$ cat src/rtl/result_serializer.sv
// Result serializer: pops wide result vectors from the result FIFO
// and streams them to the host tx FIFO as framed narrow words.
module result_serializer #(
  parameter int IN_W  = 512,
  parameter int OUT_W = 128,
  parameter int SWAP  = 1,
  parameter int CNT_W = 32
) (
  input  logic             clk,
  input  logic             reset,
  input  logic             clear,
  input  logic             in_empty,
  output logic             in_rdreq,
  input  logic [IN_W-1:0]  in_q,
  input  logic             in_last,
  input  logic             out_full,
  output logic             out_wrreq,
  output logic [OUT_W-1:0] out_d,
  output logic             out_last,
  output logic             busy,
  output logic [CNT_W-1:0] words_sent,
  output logic [CNT_W-1:0] frames_sent
);

  localparam int RATIO = IN_W / OUT_W;
  localparam int IW    = (RATIO > 1) ? $clog2(RATIO) : 1;
  localparam logic [IW-1:0] LAST_IDX = IW'(RATIO - 1);

  // State names the cycle in which the registered outputs are visible:
  // REQ  - in_rdreq is high (possibly alongside the final write),
  // LOAD - in_q carries the requested vector,
  // EMIT - a slice of the held vector is written or paused.
  typedef enum logic [1:0] {
    IDLE = 2'd0,
    REQ  = 2'd1,
    LOAD = 2'd2,
    EMIT = 2'd3
  } state_t;

  state_t            state;
  state_t            state_n;
  logic [IW-1:0]     idx;
  logic [IW-1:0]     idx_n;
  logic [IW-1:0]     cur_idx;
  logic [IN_W-1:0]   hold;
  logic              hold_last;
  logic [IN_W-1:0]   src;
  logic              src_last;
  logic              rdreq_n;
  logic              wrreq_n;
  logic [OUT_W-1:0]  d_n;
  logic              last_n;
  logic              busy_n;

  function automatic logic [OUT_W-1:0] slice(
    input logic [IN_W-1:0] v,
    input logic [IW-1:0]   i
  );
    int s;
    s = (SWAP != 0) ? (RATIO - 1 - int'(i)) : int'(i);
    return v[s*OUT_W +: OUT_W];
  endfunction

  // The first slice is taken straight from in_q while it is being
  // captured, so the first write lands one cycle after LOAD.
  assign src      = (state == LOAD) ? in_q : hold;
  assign src_last = (state == LOAD) ? in_last : hold_last;
  assign cur_idx  = (state == LOAD) ? '0 : idx;

  // State register.
  always_ff @(posedge clk or posedge reset) begin
    if (reset) begin
      state <= IDLE;
    end else begin
      state <= state_n;
    end
  end

  // Next-state and next-output decode; clear overrides everything.
  always_comb begin
    state_n = state;
    idx_n   = idx;
    rdreq_n = 1'b0;
    wrreq_n = 1'b0;
    d_n     = out_d;
    last_n  = 1'b0;
    if (clear) begin
      state_n = IDLE;
      idx_n   = '0;
    end else begin
      unique case (state)
        IDLE: begin
          if (!in_empty) begin
            state_n = REQ;
            rdreq_n = 1'b1;
          end
        end
        REQ: begin
          state_n = LOAD;
        end
        LOAD, EMIT: begin
          state_n = EMIT;
          idx_n   = cur_idx;
          // out_full is an almost-full flag, so acting on the value
          // sampled at this edge leaves the tx FIFO room for one word.
          if (!out_full) begin
            wrreq_n = 1'b1;
            d_n     = slice(src, cur_idx);
            last_n  = src_last & (cur_idx == LAST_IDX);
            if (cur_idx == LAST_IDX) begin
              idx_n = '0;
              if (!in_empty) begin
                state_n = REQ;
                rdreq_n = 1'b1;
              end else begin
                state_n = IDLE;
              end
            end else begin
              idx_n = cur_idx + 1'b1;
            end
          end
        end
        default: begin
          state_n = IDLE;
          idx_n   = '0;
        end
      endcase
    end
    busy_n = (state_n != IDLE) | wrreq_n;
  end

  // Slice index and registered outputs.
  always_ff @(posedge clk or posedge reset) begin
    if (reset) begin
      idx       <= '0;
      in_rdreq  <= 1'b0;
      out_wrreq <= 1'b0;
      out_d     <= '0;
      out_last  <= 1'b0;
      busy      <= 1'b0;
    end else begin
      idx       <= idx_n;
      in_rdreq  <= rdreq_n;
      out_wrreq <= wrreq_n;
      out_d     <= d_n;
      out_last  <= last_n;
      busy      <= busy_n;
    end
  end

  // Holding register: captures the vector returned by the FIFO.
  always_ff @(posedge clk or posedge reset) begin
    if (reset) begin
      hold      <= '0;
      hold_last <= 1'b0;
    end else if (state == LOAD && !clear) begin
      hold      <= in_q;
      hold_last <= in_last;
    end
  end

  // Performance counters; they survive clear and wrap silently.
  always_ff @(posedge clk or posedge reset) begin
    if (reset) begin
      words_sent  <= '0;
      frames_sent <= '0;
    end else begin
      if (out_wrreq) begin
        words_sent <= words_sent + CNT_W'(1);
      end
      if (out_last) begin
        frames_sent <= frames_sent + CNT_W'(1);
      end
    end
  end

endmodule

$ cat config.mk
export PLATFORM = sky130hd
export DESIGN_NAME = result_serializer
export DESIGN_NICKNAME = d
export VERILOG_FILES = /design/src/rtl/result_serializer.sv
export SDC_FILE = /design/constraint.sdc
export NUM_CORES = 2
export LEC_CHECK = 0
export CAP_MARGIN = 20
export CORE_AREA = 2 2 276 278
export DETAILED_ROUTE_END_ITERATION = 7
export DIE_AREA = 0 0 278 280
export MAX_ROUTING_LAYER = met4
export PLACE_DENSITY = 0.69
export SLEW_MARGIN = 0
export SYNTH_ARGS = -nofsm -noshare
export SYNTH_HDL_FRONTEND = slang
export SYNTH_SLANG_ARGS = --single-unit
$ cat constraint.sdc
create_clock -name clk -period 47.4 [get_ports clk]
set_input_delay 7.11 -clock clk [delete_from_list [all_inputs] [get_ports clk]]
set_output_delay 7.11 -clock clk [all_outputs]
set_load 0.05 [all_outputs]
Word level (Yosys, flattened, before mapping):

Index checks and enable logic that the tools add are counted.

* register bits: 713
* input port bits: 518
* output and inout port bits: 196
* logic and storage cells: 55

* $add $sub $neg: 4
* equality and inequality tests: 4
* shift-type cells: 1
* muxes and demuxes: 24
* bitwise gates (word level): 4
* reductions and logical operators: 7

Operators by type and width (count)
* 512-bit 2-to-1 mux: 1
* 512-bit by 10-bit indexed part select with 128-bit output: 1
* 32-bit by 1-bit adder with 32-bit output (second input constant): 2
* 2-bit 2-to-1 mux: 9
* 1-bit 2-to-1 mux: 12
* 2-bit == test (second input constant): 3
* 2-bit case mux with 3 select lines: 1
* 2-bit nonzero test: 2
* 3-bit AND reduction: 1
* 2-bit by 2-bit subtractor with 3-bit output (first input constant): 1
* 2-bit by 1-bit adder with 2-bit output (second input constant): 1
* 2-bit by 1-bit == test with 1-bit output (second input constant): 1
* 2-bit logical NOT: 1
* 1-bit NOT: 2
* 1-bit case mux with 2 select lines: 1
* 2-bit OR reduction: 1
* 1-bit bitwise AND: 1
* 1-bit logical AND: 1
* 1-bit logical NOT: 1
* 1-bit bitwise OR: 1

Logic depth before layout (Yosys ltp):

* word-level depth: 9
* gate-level depth with buffers: 10
* depth with buffers taken out: 7

Worst setup path after synthesis:

Ideal clock, no wire load.

* kind: input to register
* from: in clear
* to: reg hold[0]
* setup time: 0.125 ns
* arrival time: 8.118 ns
* required time: 47.275 ns
* slack: 39.158 ns
* cell stages on the path: 5
* buffers on the path: 3
* path through: buf_2 > nor2_4 > buf_4 > buf_6 > mux2_2

* cells in the longest elaborated chain, start to end: 2

RTL lines
* from (decl): RTL line 11 `input logic clear,`
* 1-bit logical NOT: RTL line 156 `end else if (state == LOAD && !clear) begin`
* 1-bit logical AND: RTL line 156
* to (signal assigned): RTL line 157 `hold <= in_q;`
* to (decl): RTL line 45 `logic [IN_W-1:0] hold;`

Every way passes these cells.
A chain may end at the register's enable or synchronous reset.

Worst setup path after layout:

* from: in clear
* to: reg hold[31]

The elaborated chain is that of the path after synthesis.

==> results.txt <==
STA classifies the critical path startpoint as an input pin. The part of the cycle the worst path needs is between 20% and 30%. The total die area came out at between 0.07 and 0.08 mm^2. The die is approximately 280 um tall.

The top-level port count is ~700. The number of failing setup endpoints in the final timing report came out at 0. The signal arrival time at the worst endpoint is between 10000 and 15000 ps. The leftover overflow at the end of global routing is 0. The clock skew after layout is ~27 ps. The number of buffers added on ports is slightly above 700.

Among all flip-flop cells after synthesis, the most frequent one is dfrtp_1. The floorplan step set the die width to 278 um. The buffers plus inverters on the worst setup path is 5. The H-tree depth is 3. Counting buffers and inverters, the worst setup path is 7 cells deep. The total standard cell area after synthesis is about 0.032 mm^2. TritonCTS built the clock tree.

The via count of the first global-routing pass was ~23000. The clock tree buffer depth came out at 3. The type of the setup path with the least slack is input pin to flop.

The total detailed-routing wirelength is 94.1 mm. The synthesized design devotes to its leading area cell type 56.6% of total area. The relative max-transition margin is a little under a quarter. The total half-perimeter wirelength after legalization and detailed placement is between 60 and 70 mm. The setup total negative slack came out at 0 ps. Post-CTS repair changed the size of 0 cells. The count of hold-fix buffers inserted at cts came out at 0.

The register area share after synthesis is a little under three fifths. Including well taps, the total number of placed cells is roughly 4000. Setup repair after global routing left no endpoint under its margin.

The number of clock sinks came out at around 700. The highest net fanout along the worst path came out at between 80 and 90. Counting cells, the worst reg-to-reg path comes to 7. The worst voltage drop across the vdd grid is ~0.000034 V. Counting flops and latches in the post-synthesis netlist gives a little over 700.

Counting the buffers created by CTS gives 80. The final net count came out at about 3500. At the pin with the least slew margin, the transition time is approximately 1100 ps. The remaining antenna violation count after routing is 0. The total count of max-transition violations in the final report came out at 0. The detail-routed net length per standard cell came out at roughly 23 um.

The slowest stage of the critical path belongs to the cell buf_4. The final cell count without fillers is ~4100. The count of standard-cell rows came out at 101. The congestion estimate from routability-driven global placement came to approximately 0.88. The critical path's most frequent cell is buf_4. The run finished with clean final reports.

In this run the static leakage power is 16.8 nW. The Yosys warning count came out at 0. The worst hold slack after final layout came out at 467 ps. Post-CTS timing repair inserted 0 buffers for setup. In the post-synthesis netlist, the biggest area contributors are dfrtp_1, mux2_2, o21ai_0. The first global-routing pass estimated 142 mm of wire. Before antenna repair, the detailed router went through 6 iterations. The total cell area at the placement stage came out at slightly below 0.04 mm^2. The number of failing hold endpoints at the final stage is 0.

Clock-pin slew was measured on the worst setup and hold paths at around 60 ps. The core region is about 0.075 mm^2. The post-synthesis async set-or-reset flop share is 100%. Entering global routing, the biggest net connects about 170 pins.

In this run, synthesis inferred 0 flip-flops with an integrated enable. The net count after synthesis came out at around 2900. The final cell area excluding filler cells came out at approximately 0.042 mm^2.

The tool flagged a number of max-cap violations equal to 0. The initial standard-cell utilization of the core is 42.0%. The tightest min-delay check is of the flop to flop type. The area growth from synthesis to layout is 33.2%. STA classifies the critical path endpoint as a flop. The number of cells on the worst hold path came out at 1.

The final total power came out at about 2.2 mW. The via total after detailed routing came out at between 20000 and 25000. Averaged over all synthesized cells, the footprint is between 10 and 15 um^2. The initial antenna violation count came to 39. The first routing iteration left between 900 and 1000 violations. The final critical path time including I/O delays and setup came out at approximately 12000 ps. STA puts the critical path data required time at ~48000 ps.

In this design, the stage delay of the slowest critical-path cell is slightly above 900 ps. Among cell families on the critical path, the largest total delay comes from buffers and inverters. The number of vias per cell after detailed routing is about 5.4.

The largest total area in the synthesized netlist belongs to dfrtp_1. Dividing total power by cell area gives a power density of just over 50 mW/mm^2. The later-pin clock latency in the skew report came out at around 630 ps. The fraction of final layout cells with drive strength greater than 1 came out at between 20% and 30%. The count of cell types in the netlist is 36. The root buffer cell is clkbuf_16. The number of instances in the synthesized netlist is 2365. Timing would allow up to roughly 87 MHz. For this run, the total global-route usage over all layers was measured as ~24%. The critical path goes through clkdlybuf4s50_1 -> nor2_4 -> buf_4 -> buf_4 -> buf_4 -> buf_4 -> mux2_2.

In the routed design, unresolved DRC markers number 0.
worst paths after layout:
path                                            start                     endpoint  slack, ps
max                                             clear         hold[31]$_DFFE_PP0P_      35880
max in group asynchronous                       reset           in_rdreq$_DFF_PP0_      36370
min                        words_sent[31]$_DFFE_PP0P_   words_sent[31]$_DFFE_PP0P_        470
max reg2reg                        state[0]$_DFF_PP0_         hold[31]$_DFFE_PP0P_      41850
min reg2reg                words_sent[31]$_DFFE_PP0P_   words_sent[31]$_DFFE_PP0P_        470
min in group asynchronous                       reset  frames_sent[24]$_DFFE_PP0P_       6980
Yosys cell counts, drive strengths merged, types with 12 or more instances:
master / number
mux2i: 62
buf: 111
xnor2: 50
o21ai: 256
mux2: 709
nand3: 24
o22a: 31
nor2: 19
nand2: 154
xor2: 12
nand4: 30
o22ai: 97
clkbuf: 49
dfrtp: 713
cell usage in the layout, fill, tap and decap left out, drive strengths merged, types with 7 or more instances in the layout:
cell / count
clkbuf: 122
o21ai: 256
xor2: 12
clkinv: 10
xnor2: 50
bufinv: 8
buf: 24
nand2: 154
mux2: 709
o22a: 31
nand4: 30
nor3: 8
mux2i: 62
inv: 7
dfrtp: 713
clkdlybuf4s50: 713
o22ai: 97
diode: 40
nand3: 24
nor2: 19
sequential cells by signal, indices dropped and copies added, names as in the netlist:
register,cells
busy,1
frames_sent,32
hold,512
hold_last,1
idx,2
in_rdreq,1
out_d,128
out_last,1
out_wrreq,1
state,2
words_sent,32
area by class of cell:
class                   count  area (um^2)
multi-input cells        1487        12700
flip-flops and latches    713        17800
repair buffers            737         7380
fillers                  6162        33200
inverters                   5         31.3
well taps                 978         1220
diodes                     40          100
clock inverters            22          368
clock buffers             122         2390
metrics by stage:
step,setup slack [ps],util (%)
floorplan,20290,-
global placement,35410,52.0
detailed placement,35270,52.0
CTS,35940,55.7
global route,35570,55.9
finish,35880,55.9
kinds of logic after synthesis:
logic type | Yosys count | share of synthesized area [%]
flip-flops | 713 | 56.6
XOR/XNOR | 62 | 1.72
multiplexers | 771 | 27.3
buffers and inverters | 165 | 3.37
AND/OR/NAND/NOR | 260 | 3.98
AO/OA/AOI/OAI | 391 | 6.97
adder cells (fa/ha/maj) | 3 | 0.119
per-layer routing:
layer	global-route usage [%]	share of wire, %	up-vias
met1	28.5	39	11200
met2	40.3	50	675
met5	-	0	-
met3	6.98	7.6	133
li1	-	-	9915
met4	9.00	2.9	0
where the power goes:
group / internal (mW) / switching (mW)
combinational: 0.301 / 0.315
clock: 0.393 / 0.253
sequential: 0.791 / 0.0995
(Power assumes the default switching activity.)
